[config.mk]
export PLATFORM = sky130hd
export DESIGN_NAME = load_store_unit
export DESIGN_NICKNAME = d
export VERILOG_FILES = /design/src/rtl/load_store_unit.sv
export SDC_FILE = /design/constraint.sdc
export NUM_CORES = 1
export LEC_CHECK = 0
export CAP_MARGIN = 10
export CORE_MARGIN = 3
export CORE_UTILIZATION = 55
export DETAILED_ROUTE_END_ITERATION = 8
export DONT_BUFFER_PORTS = 1
export PLACE_DENSITY = 0.72
export SYNTH_ARGS = -nofsm -noshare
export SYNTH_HDL_FRONTEND = slang
export SYNTH_SLANG_ARGS = --single-unit
export TNS_END_PERCENT = 1
[constraint.sdc]
create_clock -name clk -period 4.6 [get_ports clk]
set_clock_uncertainty 0.1 [all_clocks]
set_input_delay 0.46 -clock clk [delete_from_list [all_inputs] [get_ports clk]]
set_output_delay 0.46 -clock clk [all_outputs]
set_load 0.01 [all_outputs]
[src/rtl/load_store_unit.sv]
// load_store_unit: RV32I load/store sequencer in front of a byte-addressable,
// little-endian data memory with a registered (one-cycle) read port.
//
// Loads take IDLE->LD_ADDR->LD_DATA->RESP. Word stores go straight to ST_WR.
// Byte/half stores read the containing word, merge the new low byte/half and
// write the whole word back (RMW_ADDR->RMW_MERGE->ST_WR). Rejected requests
// go straight to RESP with resp_err set and never touch memory.
//
// Optional build macro: LSU_MISALIGN_TRAP_EN -- when defined, misaligned
// half/word accesses are rejected as errors; otherwise they proceed.
//
// Ports:
//   clk, rst_n           clock, asynchronous active-low reset
//   req_valid/req_ready  request handshake (ready only in IDLE)
//   req_store            1 = store, 0 = load
//   req_funct3           RV32I width/sign code
//   req_addr, req_wdata  byte address, store data
//   resp_valid           one-cycle completion pulse
//   resp_data, resp_err  extended load data (0 for stores/errors), error flag
//   mem_addr, mem_wdata  memory byte address and full write word
//   mem_write            memory write strobe
//   mem_rdata            memory read data, valid one cycle after mem_addr

module load_store_unit #(
   parameter int unsigned MEM_BYTES = 16384
) (
   input  logic        clk,
   input  logic        rst_n,
   input  logic        req_valid,
   output logic        req_ready,
   input  logic        req_store,
   input  logic [2:0]  req_funct3,
   input  logic [31:0] req_addr,
   input  logic [31:0] req_wdata,
   output logic        resp_valid,
   output logic [31:0] resp_data,
   output logic        resp_err,
   output logic [31:0] mem_addr,
   output logic [31:0] mem_wdata,
   output logic        mem_write,
   input  logic [31:0] mem_rdata
);

   localparam logic [31:0] MaxAddr = 32'(MEM_BYTES - 4);

   typedef enum logic [2:0] {
      StIdle, StLdAddr, StLdData, StRmwAddr, StRmwMerge, StStWr, StResp
   } state_e;

   state_e      state_q, state_d;
   logic [31:0] addr_q, addr_d;
   logic [2:0]  funct3_q, funct3_d;
   logic [15:0] st_data_q, st_data_d;  // only the low half is ever merged
   logic [31:0] mem_wdata_q, mem_wdata_d;
   logic        mem_write_q, mem_write_d;
   logic        resp_valid_q, resp_valid_d;
   logic        resp_err_q, resp_err_d;
   logic [31:0] resp_data_q, resp_data_d;

   logic        f3_ok;
   logic        misalign;
   logic        req_err;
   logic [31:0] load_ext;
   logic [31:0] merged;

   // Request legality, evaluated on the raw request in IDLE.
   always_comb begin
      if (req_store) begin
         f3_ok = (req_funct3 == 3'b000) || (req_funct3 == 3'b001) || (req_funct3 == 3'b010);
      end else begin
         f3_ok = (req_funct3 == 3'b000) || (req_funct3 == 3'b001) || (req_funct3 == 3'b010) ||
                 (req_funct3 == 3'b100) || (req_funct3 == 3'b101);
      end
   end

`ifdef LSU_MISALIGN_TRAP_EN
   assign misalign = ((req_funct3[1:0] == 2'b01) && req_addr[0]) ||
                     ((req_funct3[1:0] == 2'b10) && (req_addr[1:0] != 2'b00));
`else
   // Memory is byte-addressable, so misaligned accesses simply proceed.
   assign misalign = 1'b0;
`endif

   assign req_err = !f3_ok || (req_addr > MaxAddr) || misalign;

   // Load extension on the word returned at mem_addr (byte 0 = addressed byte).
   always_comb begin
      case (funct3_q)
         3'b000:  load_ext = {{24{mem_rdata[7]}}, mem_rdata[7:0]};
         3'b001:  load_ext = {{16{mem_rdata[15]}}, mem_rdata[15:0]};
         3'b100:  load_ext = {24'h0, mem_rdata[7:0]};
         3'b101:  load_ext = {16'h0, mem_rdata[15:0]};
         default: load_ext = mem_rdata;
      endcase
   end

   // funct3_q[0] distinguishes sh (001) from sb (000).
   assign merged = funct3_q[0] ? {mem_rdata[31:16], st_data_q[15:0]}
                               : {mem_rdata[31:8], st_data_q[7:0]};

   always_comb begin
      state_d      = state_q;
      addr_d       = addr_q;
      funct3_d     = funct3_q;
      st_data_d    = st_data_q;
      mem_wdata_d  = mem_wdata_q;
      mem_write_d  = 1'b0;
      resp_valid_d = 1'b0;
      resp_err_d   = 1'b0;
      resp_data_d  = 32'h0;
      unique case (state_q)
         StIdle: begin
            if (req_valid) begin
               addr_d    = req_addr;
               funct3_d  = req_funct3;
               st_data_d = req_wdata[15:0];
               if (req_err) begin
                  state_d      = StResp;
                  resp_valid_d = 1'b1;
                  resp_err_d   = 1'b1;
               end else if (!req_store) begin
                  state_d = StLdAddr;
               end else if (req_funct3 == 3'b010) begin
                  state_d     = StStWr;
                  mem_wdata_d = req_wdata;
                  mem_write_d = 1'b1;
               end else begin
                  state_d = StRmwAddr;
               end
            end
         end
         StLdAddr:  state_d = StLdData;
         StLdData: begin
            state_d      = StResp;
            resp_valid_d = 1'b1;
            resp_data_d  = load_ext;
         end
         StRmwAddr: state_d = StRmwMerge;
         StRmwMerge: begin
            state_d     = StStWr;
            mem_wdata_d = merged;
            mem_write_d = 1'b1;
         end
         StStWr: begin
            state_d      = StResp;
            resp_valid_d = 1'b1;
         end
         StResp:    state_d = StIdle;
         default:   state_d = StIdle;
      endcase
   end

   always_ff @(posedge clk or negedge rst_n) begin
      if (!rst_n) begin
         state_q      <= StIdle;
         addr_q       <= 32'h0;
         funct3_q     <= 3'b000;
         st_data_q    <= 16'h0;
         mem_wdata_q  <= 32'h0;
         mem_write_q  <= 1'b0;
         resp_valid_q <= 1'b0;
         resp_err_q   <= 1'b0;
         resp_data_q  <= 32'h0;
      end else begin
         state_q      <= state_d;
         addr_q       <= addr_d;
         funct3_q     <= funct3_d;
         st_data_q    <= st_data_d;
         mem_wdata_q  <= mem_wdata_d;
         mem_write_q  <= mem_write_d;
         resp_valid_q <= resp_valid_d;
         resp_err_q   <= resp_err_d;
         resp_data_q  <= resp_data_d;
      end
   end

   assign req_ready  = (state_q == StIdle);
   assign resp_valid = resp_valid_q;
   assign resp_err   = resp_err_q;
   assign resp_data  = resp_data_q;
   assign mem_addr   = addr_q;
   assign mem_wdata  = mem_wdata_q;
   assign mem_write  = mem_write_q;

endmodule
Yosys cells after proc, flatten, opt, wreduce, memory -nomap -nowiden --
Cells that the tools add are included.
Storage, ports and cells: output and inout port bits 100, input bits 103, register bits 121, word-level logic and storage cells 62
Cells by class: equality and inequality tests 16, order comparisons 1, multiplexer cells 23, reduce and logical (&&, ||, !) cells 13
Operator list (count):
- $mux 32 | 5
- $pmux 32 s4 | 1
- $pmux 32 s2 | 1
- $gt 32x14->1 const B | 1
- $eq 3x3->1 const B | 6
- $mux 16 | 1
- $pmux 3 s5 | 1
- $mux 3 | 4
- $eq 3x1->1 const B | 3
- $eq 3x2->1 const B | 3
- $logic_not 3->1 | 3
- $mux 1 | 8
- $logic_or 1x1->1 | 5
- $reduce_and 5->1 | 1
- $ne 2x1->1 const B | 2
- $ne 2x2->1 const B | 2
- $pmux 1 s2 | 2
- $reduce_and 2->1 | 1
- $reduce_bool 2->1 | 1
- $reduce_or 2->1 | 1
- $logic_not 1->1 | 1

Logic depth before layout (Yosys ltp) --
Gate-level depths: netlist of the first run.
depth in word-level cells 11, mapped depth 7, depth with buffers taken out 5

Least setup slack after synthesis of the first run --
OpenSTA, ideal clock, no wires.
path kind register -> register, start register state_q[1], end register mem_wdata_q[20] (netlist: mem_wdata[20]), library setup time 0.126 ns, setup slack 2.304 ns, data arrival time 2.070 ns, cell stages (with the launch flop) 8, path buffers 2, data required time 4.374 ns, clock period less this slack 2.296 ns, path through dfrtp_1 -> buf_2 -> nor4b_4 -> nand4_1 -> nor4_2 -> nor2_1 -> buf_2 -> a221o_1
On the way: word-level cells in the longest chain between the ends 3, elaborated cells between the ends (all ways) 9, those cells by class eq/ne: 5; mux: 1; reduce/logical: 3
RTL lines:
- start: declaration | line 50 | state_e state_q, state_d;
- start signal: assignment | line 155 | state_q <= StIdle;
- start signal: assignment | line 165 | state_q <= state_d;
- $logic_not 3->1 or $eq 3x3->1 (tied branches) | line 111 | unique case (state_q)
- $ne 2x1->1 (no source line) (tied with other cells)
- $reduce_and 5->1 (no source line)
- end signal: assignment | line 169 | mem_wdata_q <= mem_wdata_d;
- end: declaration | line 54 | logic [31:0] mem_wdata_q, mem_wdata_d;
Several ways; a longest one is shown, not always the timed one. A chain may end at the register's enable or synchronous reset.

Worst setup path after layout of the first run --
start register state_q[1], end register mem_wdata_q[25] (netlist: mem_wdata[25])
The elaborated chain is that of the path after synthesis.

==> run metrics, run 1 <==
status finished clean; Largest delay share family, worst path simple AND/OR/NAND/NOR gates; slowest CP cell dfrtp_1; switching pwr 1.59 mW; vias in the first global route 4107; Max stage delay on crit path slightly below 0.5 ns; most frequent cells after synthesis nand2_1 (167), dfrtp_1 (121), nor2_1 (30); asr flop ratio synth 1.00; mux cell area share after synthesis 0.0187; Post-route DRC 0; number of detailed-route iterations in the first pass 6; Slew headroom 0.194; Synth Area in Adders 0; Std-Cell Rows 33; # IOs ~200; port buffer count 0; CP Data Required Time approximately 4.9 ns; CP Cell Sequence nor4b_4 -> buf_4 -> nand4_1 -> nor4_4 -> buf_4 -> nor2_2 -> a221o_1; fraction of layout cells with a size suffix above 1 0.0719; largest family of logic cells by synthesized area simple AND/OR/NAND/NOR gates; Post-CTS Resized 0; Final Cycle Share 0.692; Final Hold Vio Count 0; top cell type by total area after synthesis dfrtp_1; Clock transition at path regs ~0.06 ns; DP Area between 4000 and 5000 um^2; CTS tree built; R2R setup slack around 1.4 ns; DR WL/cell 20.0 um; drt via density between 5 and 6; total power 4.36 mW; placer congestion estimate 0.828; Num CTS Buffers 17; leakage 3.14 nW; Final Max Tran Viols 0; initial DRC count 214; number of max-cap violations 0; Synth Area in Compound Gates 0.118; synth top area cells dfrtp_1 (63%), nand2_1 (13%), a221o_1 (5.0%); Multi-input gate area 1620 um^2; syn_area_per_cell slightly below 10 um^2; FF-to-FF End mem_wdata[25]$_DFFE_PN0P_; CTS Sinks 121; Root Driver clkbuf_8; Gate power share 0.221; Syn. warnings 0; Switching Share 0.364; Crit path arrival time 3.46 ns; die area just under 10000 um^2; Worst Path Max Fanout 52; CP Capture Point mem_wdata[25]$_DFFE_PN0P_; #FFs+latches synth about 120; CP Launch Type flop; simple-gate portion of the synthesized area 0.194; Worst setup EP type flop; global-route wire length before repair between 20000 and 25000 um; non-filler instance count after layout 690; Die Span Y ~100 um; total grt overflow 0; H-tree Lvls 4; Clk pwr share 0.313; final setup fails 0; final worst path period need roughly 3.2 ns; Crit. Startpoint state_q[1]$_DFFE_PN0P_; largest net degree at the start of global routing 122; DRT Wirelength approximately 14000 um; RSZ-0062 raised after global routing no; Routed Antenna Nets 0; Primary FF master, synth dfrtp_1; VDD IR max ~500 uV; fmax ~310 MHz; Layout fillers about 530; Max Root-Sink Buffers 2; cell count after synthesis just under 500; EDFF count, synth 0; sequential share of power 0.466; Setup TNS Final 0 ns; register area share after synthesis 0.629; post-placement cell count around 570; xor/xnor cell area share of the yosys netlist 0.00182; Hold WC Path Type primary input to flop; Final Cell Area approximately 6400 um^2; Slew @ Worst Pin around 1.2 ns; Chip Width roughly 100 um; reg-to-reg startpoint state_q[1]$_DFFE_PN0P_; Total Routing Usage GR 0.284; total number of vias 3974; Yosys cell types 29; r2r worst-path depth 7; Mapped Nets 589; worst path bufs/invs 2; top cell type's share of synthesized area 0.629; Crit. path cell count 7; Syn-to-layout area delta 33.3%; DP HPWL 8040 um; antenna violations before repair 1; count leader, synth nand2_1; Int Pwr 2.77 mW; # nets final about 670; Power Density 678 nW/um^2; synthesized area just under 5000 um^2; Initial Util 0.577; most frequent cell on the critical path buf_4; worst-skew pair later-pin latency 0.50 ns; register area approximately 3000 um^2; WS Path Type flop to flop; Core ar. approximately 8300 um^2
==> flip-flops by register name (all words and copies together) (netlist names) <==
register    cells
resp_err        1
mem_addr       32
state_q         3
mem_wdata      32
funct3_q        3
st_data_q      16
resp_valid      1
resp_data      32
mem_write       1
==> metal layers <==
metal / wire [um] / up-vias / GRT usage / share of wire
li1: - / 1804 / - / -
met1: 5180 / 1914 / 0.337 / 0.37
met2: 7080 / 222 / 0.478 / 0.51
met3: 1240 / 34 / 0.0891 / 0.090
met4: 321 / 0 / 0.120 / 0.023
met5: 0 / - / 0 / 0
==> worst min path at each step <==
stage / slack [ns] / startpoint / to / depth (start not counted)
3_3_place_gp: 0.07 / rst_n / resp_data[1]$_DFF_PN0_ / 0
4_1_cts: 0.00008 / req_wdata[17] / mem_wdata[17]$_DFFE_PN0P_ / 1
2_1_floorplan: 0.06 / rst_n / funct3_q[0]$_DFFE_PN0P_ / 0
6_report: 0.02 / mem_rdata[11] / resp_data[11]$_DFF_PN0_ / 2
5_1_grt: 0.01 / mem_rdata[10] / resp_data[10]$_DFF_PN0_ / 2
3_5_place_dp: 0.07 / rst_n / resp_data[1]$_DFF_PN0_ / 0
==> final cells by class <==
cell class	count	area share
diodes	1	0.000390
clock buffers	18	0.0666
clock inverters	14	0.0286
inverters	19	0.0111
multi-input cells	317	0.252
flip-flops and latches	121	0.472
well taps	105	0.0205
repair buffers	95	0.149
==> cell families (layout without fill, tap and decap cells) <==
kind of cell | count (synthesis) | in the layout
DFF | 121 | 121
muxes | 9 | 9
and+or+nand+nor | 225 | 225
AOI/OAI and AO/OA | 82 | 82
xor gates and xnor gates | 1 | 1
buffers and inverters | 48 | 146
other | 0 | 1
==> cells in the final DEF (no fill, tap or decap), types with 9 or more instances in the layout <==
master         instances
mux2i_1                9
inv_1                 19
dfrtp_1              121
o21ai_0               18
nor2_1                29
clkbuf_16             16
nand2_1              166
a221o_1               24
dlygate4sd3_1         90
a21oi_1               25
==> timing repair <==
action	CTS	global route
hold buffers	90	1
endpoints found under the hold margin	226	1
setup buffers	0	0
endpoints found under the setup margin	0	0
==> stage by stage <==
stage,utilization,setup slack (ns),hold WS [ns]
4_1_cts,0.768,1.45,0.0000810
5_1_grt,0.770,1.23,0.0116
3_3_place_gp,0.585,1.55,0.0672
6_report,0.770,1.42,0.0181
3_5_place_dp,0.585,1.45,0.0669
2_1_floorplan,-,2.30,0.0644
==> power groups by stage <==
stage / clock network (mW) / logic [mW] / registers (mW)
after detailed placement: 0 / 0.865 / 2.04
after CTS: 1.38 / 0.954 / 2.03
after global placement: 0 / 0.814 / 2.03
after floorplan: 0 / 0.763 / 1.86
final: 1.36 / 0.962 / 2.03
after global routing: 1.43 / 1.09 / 2.08
Power figures use the tool's default switching activity.
==> inputs of run 2 (changes only) <==
==> constraint.sdc (replaced) <==
create_clock -name clk -period 3.3 [get_ports clk]
set_clock_uncertainty 0.1 [all_clocks]
set_input_delay 0.33 -clock clk [delete_from_list [all_inputs] [get_ports clk]]
set_output_delay 0.33 -clock clk [all_outputs]
set_load 0.01 [all_outputs]
==> run metrics, run 2 (synthesis results as in run 1) <==
status finished clean; Setup TNS Final 0 ns; Slew headroom 0.256; CP Data Required Time 3.63 ns; Root Driver clkbuf_8; DR WL/cell about 21 um; Multi-input gate area approximately 1600 um^2; Core ar. approximately 8300 um^2; most frequent cells in the layout nand2_1 (166), dfrtp_1 (121), dlygate4sd3_1 (110); Post-CTS Resized 0; worst path bufs/invs 2; Crit path arrival time ~3.1 ns; Syn-to-layout area delta 37.4%; fraction of layout cells with a size suffix above 1 0.0741; Final Max Tran Viols 0; H-tree Lvls 4; WS Path Type flop to flop; Post-CTS Hold Buffers about 110; slowest CP cell dlygate4sd3_1; WHS between 0.03 and 0.04 ns; Std-Cell Rows 33; Chip Width about 100 um; Initial Util 0.577; largest net degree at the start of global routing approximately 120; Num CTS Buffers 17; register area around 3000 um^2; Slew @ Worst Pin around 1.1 ns; Post-CTS Setup Bufs 0; VDD IR max 485 uV; leakage between 3 and 4 nW; Post-route DRC 0; DRT Wirelength 14900 um; antenna violations before repair 1; Total Routing Usage GR 0.309; commonest non-fill, non-tap cell in the layout nand2_1; final worst path period need around 2.8 ns; drt via density 5.87; Die Span Y 99.6 um; Final Hold Vio Count 0; post-placement cell count between 500 and 600; placer congestion estimate 0.823; CTS Sinks 121; Worst Path Max Fanout 40; global-route wire length before repair 23600 um; CP Launch Type flop; number of detailed-route iterations in the first pass 5; final setup fails 0; CTS tree built; Final Cycle Share 0.840; Hold WC Path Type primary input to flop; worst-skew pair later-pin latency about 0.5 ns; non-filler instance count after layout between 700 and 800; Max Root-Sink Buffers 2; Largest delay share family, worst path buffers and inverters; initial DRC count ~260; Clock transition at path regs 0.06 ns; DP HPWL between 8000 and 9000 um; Routed Antenna Nets 0; total number of vias 4187; Max stage delay on crit path 0.58 ns; total grt overflow 0; port buffer count 0; Layout fillers between 500 and 600; # nets final ~700; CP Cell Sequence nor4b_4 -> nand4_1 -> nor4_4 -> buf_4 -> a221o_1 -> dlygate4sd3_1; RSZ-0062 raised after global routing no; fmax 361 MHz; Power Density 937 nW/um^2; # IOs ~200; number of max-cap violations 0; vias in the first global route 4546; total power just over 6 mW; Worst setup EP type flop; die area ~9900 um^2
-- run 2: power by group --
part           internal, mW  switching, mW  total, mW
Clock                  1.12          0.679       1.80
Combinational         0.704          0.848       1.55
Sequential             2.09          0.761       2.85
-- run 2: final cells by class --
class / instances / area share
multi-input combinational: 317 / 0.245
sequential: 121 / 0.458
tap: 105 / 0.0199
clock buffer: 19 / 0.0668
clock inverter: 13 / 0.0214
timing repair buffer: 118 / 0.179
antenna: 1 / 0.000378
inverter: 19 / 0.0108
-- run 2: tightest hold or removal path, stage by stage --
cell and delay [ns]:
nand3_1 0.05, nand2_1 0.06, a41o_1 0.16
-- run 2: worst paths after layout --
check / start / end / slack (ns) / depth (start not counted)
max: state_q[1]$_DFFE_PN0P_ / mem_wdata[31]$_DFFE_PN0P_ / 0.53 / 6
min: req_funct3[1] / state_q[2]$_DFFE_PN0P_ / 0.03 / 3
max reg2reg: state_q[1]$_DFFE_PN0P_ / mem_wdata[31]$_DFFE_PN0P_ / 0.53 / 6
min reg2reg: st_data_q[3]$_DFFE_PN0P_ / st_data_q[3]$_DFFE_PN0P_ / 0.38 / 2
max in group asynchronous: rst_n / mem_wdata[18]$_DFFE_PN0P_ / 2.29 / 2
min in group asynchronous: rst_n / resp_data[6]$_DFF_PN0_ / 0.32 / 2
-- run 2: metrics by stage --
stage          area [um^2]   util  worst slack, ns
2_1_floorplan         4820      -             1.00
3_3_place_gp          4900  0.588             1.14
3_5_place_dp          4900  0.588             1.08
4_1_cts               6610  0.793            0.589
5_1_grt               6620  0.793            0.446
6_report              6620  0.793            0.529
-- run 2: per-layer routing --
| metal | track usage | vias to the layer above | routed length, um |
|---|---|---|---|
| met3 | 0.0919 | 34 | 1350 |
| met1 | 0.357 | 2048 | 5340 |
| met2 | 0.535 | 261 | 7810 |
| met4 | 0.128 | 0 | 406 |
| li1 | - | 1844 | - |
| met5 | 0 | - | 0 |
==> inputs of run 3 (changes only) <==
--- a/config.mk
+++ b/config.mk
@@ -5,6 +5,7 @@
 export SDC_FILE = /design/constraint.sdc
 export NUM_CORES = 1
 export LEC_CHECK = 0
+export ABC_AREA = 1
 export CAP_MARGIN = 10
 export CORE_MARGIN = 3
 export CORE_UTILIZATION = 55
==> constraint.sdc (replaced) <==
create_clock -name clk -period 2.77 [get_ports clk]
set_clock_uncertainty 0.1 [all_clocks]
set_input_delay 0.277 -clock clk [delete_from_list [all_inputs] [get_ports clk]]
set_output_delay 0.277 -clock clk [all_outputs]
set_load 0.01 [all_outputs]
==> run metrics, run 3 <==
total grt overflow 0; H-tree Lvls 4; post-placement cell count 622; Slew @ Worst Pin between 0.8 and 0.9 ns; initial DRC count ~140; Syn. warnings 0; Crit path arrival time around 2.5 ns; Mapped Nets 640; leakage around 3.3 nW; number of detailed-route iterations in the first pass 4; Root Driver clkbuf_8; Worst setup EP type flop; mux cell area share after synthesis 0.0854; EDFF count, synth 0; register area share after synthesis 0.585; Post-route DRC 0; Hold WC Path Type primary input to async pin; Post-CTS Setup Bufs 0; CTS tree built; fmax between 400 and 500 MHz; Synth Area in Adders 0; largest net degree at the start of global routing between 100 and 150; antenna violations before repair 0; M2 GR Usage 0.445; total power between 7 and 8 mW; Yosys cell types 29; Final Max Tran Viols 0; die area 10600 um^2; number of antenna diodes 0; asr flop ratio synth 1.00; Num CTS Buffers 17; Post-CTS Resized 0; largest family of logic cells by synthesized area simple AND/OR/NAND/NOR gates; xor/xnor cell area share of the yosys netlist 0; final setup fails 0; Std-Cell Rows 34; most frequent cells in the layout nand2_1 (135), dfrtp_1 (121), dlygate4sd3_1 (101); count leader, synth nand2_1; Slew headroom 0.456; number of max-cap violations 0; RSZ-0062 raised after global routing no; WHS -0.623 ns; Syn-to-layout area delta 31.5%; CP Launch Type flop; Die Span Y between 100 and 150 um; Clock transition at path regs 0.06 ns; Setup TNS Final 0 ns; Initial Util 0.579; simple-gate portion of the synthesized area 0.178; failing checks hold timing; Max Root-Sink Buffers 2; Total Routing Usage GR 0.255; Final Hold Vio Count ~120; Power Density approximately 1100 nW/um^2; most frequent cells after synthesis nand2_1 (135), dfrtp_1 (121), o21ai_0 (52); top cell type by total area after synthesis dfrtp_1; Post-CTS Hold Buffers between 100 and 150; met1 Use GR 0.290; Primary FF master, synth dfrtp_1; CP Data Required Time 3.10 ns; synth top area cells dfrtp_1 (59%), nand2_1 (9.8%), mux2_2 (7.2%); Routed Antenna Nets 0; total number of vias about 4000; drt via density 5.39; grt met3 use 0.0893; DRT Wirelength approximately 13000 um; Synth Area in Compound Gates 0.0832; global-route wire length before repair about 21000 um; synthesized area roughly 5200 um^2; WS Path Type flop to flop; CTS Sinks around 120; # IOs between 200 and 250; Core ar. slightly below 9000 um^2; # nets final 737; DR WL/cell between 15 and 20 um; VDD IR max roughly 600 uV; non-filler instance count after layout 755; top cell type's share of synthesized area 0.585; Chip Width just over 100 um; final worst path period need 2.18 ns; commonest non-fill, non-tap cell in the layout nand2_1; GRT busiest layer met2; status finished, violations left; port buffer count 0; worst-skew pair later-pin latency about 0.49 ns; DP HPWL just over 8000 um; cell count after synthesis roughly 540; placer congestion estimate 0.761; fraction of layout cells with a size suffix above 1 0.130; syn_area_per_cell ~9.6 um^2; #FFs+latches synth 121; Worst Path Max Fanout 33; Final Cycle Share 0.788; vias in the first global route 4338
## run 3: cell types whose count changed in the layout (fill, tap and decap cells not counted), sizes merged, moves of 4 or more
cell         change
mux2            +33
nor4             -6
nand3           +35
inv             +34
and2             -7
dlygate4sd3      -9
o21ai           +35
nand2           -28
a221o           -24
clkinv           -4
a22oi            -8
buf              -4
## run 3: final cells by class
class / instances / area [um^2]
fill: 608 / 2130
inverter: 52 / 195
sequential: 121 / 3030
clock inverter: 12 / 164
multi-input combinational: 337 / 1800
tap: 108 / 135
timing repair buffer: 105 / 1040
clock buffer: 20 / 445
## run 3: per-layer routing
metal / vias to the layer above / wire length (um)
li1: 1921 / -
met1: 1949 / 5030
met2: 176 / 6910
met3: 21 / 1170
met4: 0 / 214
met5: - / 0
## run 3: cell families (layout without fill, tap and decap cells)
kind of cell | after synthesis | in the layout
simple gates | 213 | 213
flops | 121 | 121
buf+inv | 79 | 189
compound gates | 84 | 84
mux | 40 | 40
## run 3: path summary, 6_finish.rpt
check | to | slack (ns) | from | cells after the start
setup / recovery | mem_wdata[31]$_DFFE_PN0P_ | 0.59 | state_q[1]$_DFFE_PN0P_ | 9
hold / removal | resp_data[3]$_DFF_PN0_ | -0.62 | rst_n | 0
setup reg to reg | mem_wdata[31]$_DFFE_PN0P_ | 0.59 | state_q[1]$_DFFE_PN0P_ | 9
hold reg to reg | st_data_q[7]$_DFFE_PN0P_ | 0.38 | st_data_q[7]$_DFFE_PN0P_ | 2
max in group asynchronous | mem_wdata[0]$_DFFE_PN0P_ | 3.00 | rst_n | 0
min in group clk | mem_wdata[10]$_DFFE_PN0P_ | 0.03 | mem_rdata[10] | 4
## run 3: metrics by stage
step	area, um^2	utilization	setup WS [ns]
after floorplan	5170	-	1.20
after global placement	5180	0.580	0.682
after detailed placement	5180	0.580	0.614
after CTS	6800	0.762	0.598
after global routing	6800	0.762	0.330
final	6800	0.762	0.587
## run 3: report_power, final
part | total (mW) | switching (mW) | internal [mW] | leakage (nW)
clock | 2.22 | 0.791 | 1.43 | 0.285
combinational | 2.01 | 1.17 | 0.840 | 1.52
sequential | 3.33 | 0.821 | 2.51 | 1.53
## run 3: worst max-delay path: stages, from the launching register on
cell,delay [ns]
dfrtp_1,0.40
inv_2,0.11
nand2_2,0.10
nor2_4,0.21
nand2_4,0.09
nor2_4,0.11
nand3_4,0.33
nand2_4,0.43
nand2_1,0.12
nand2_1,0.09
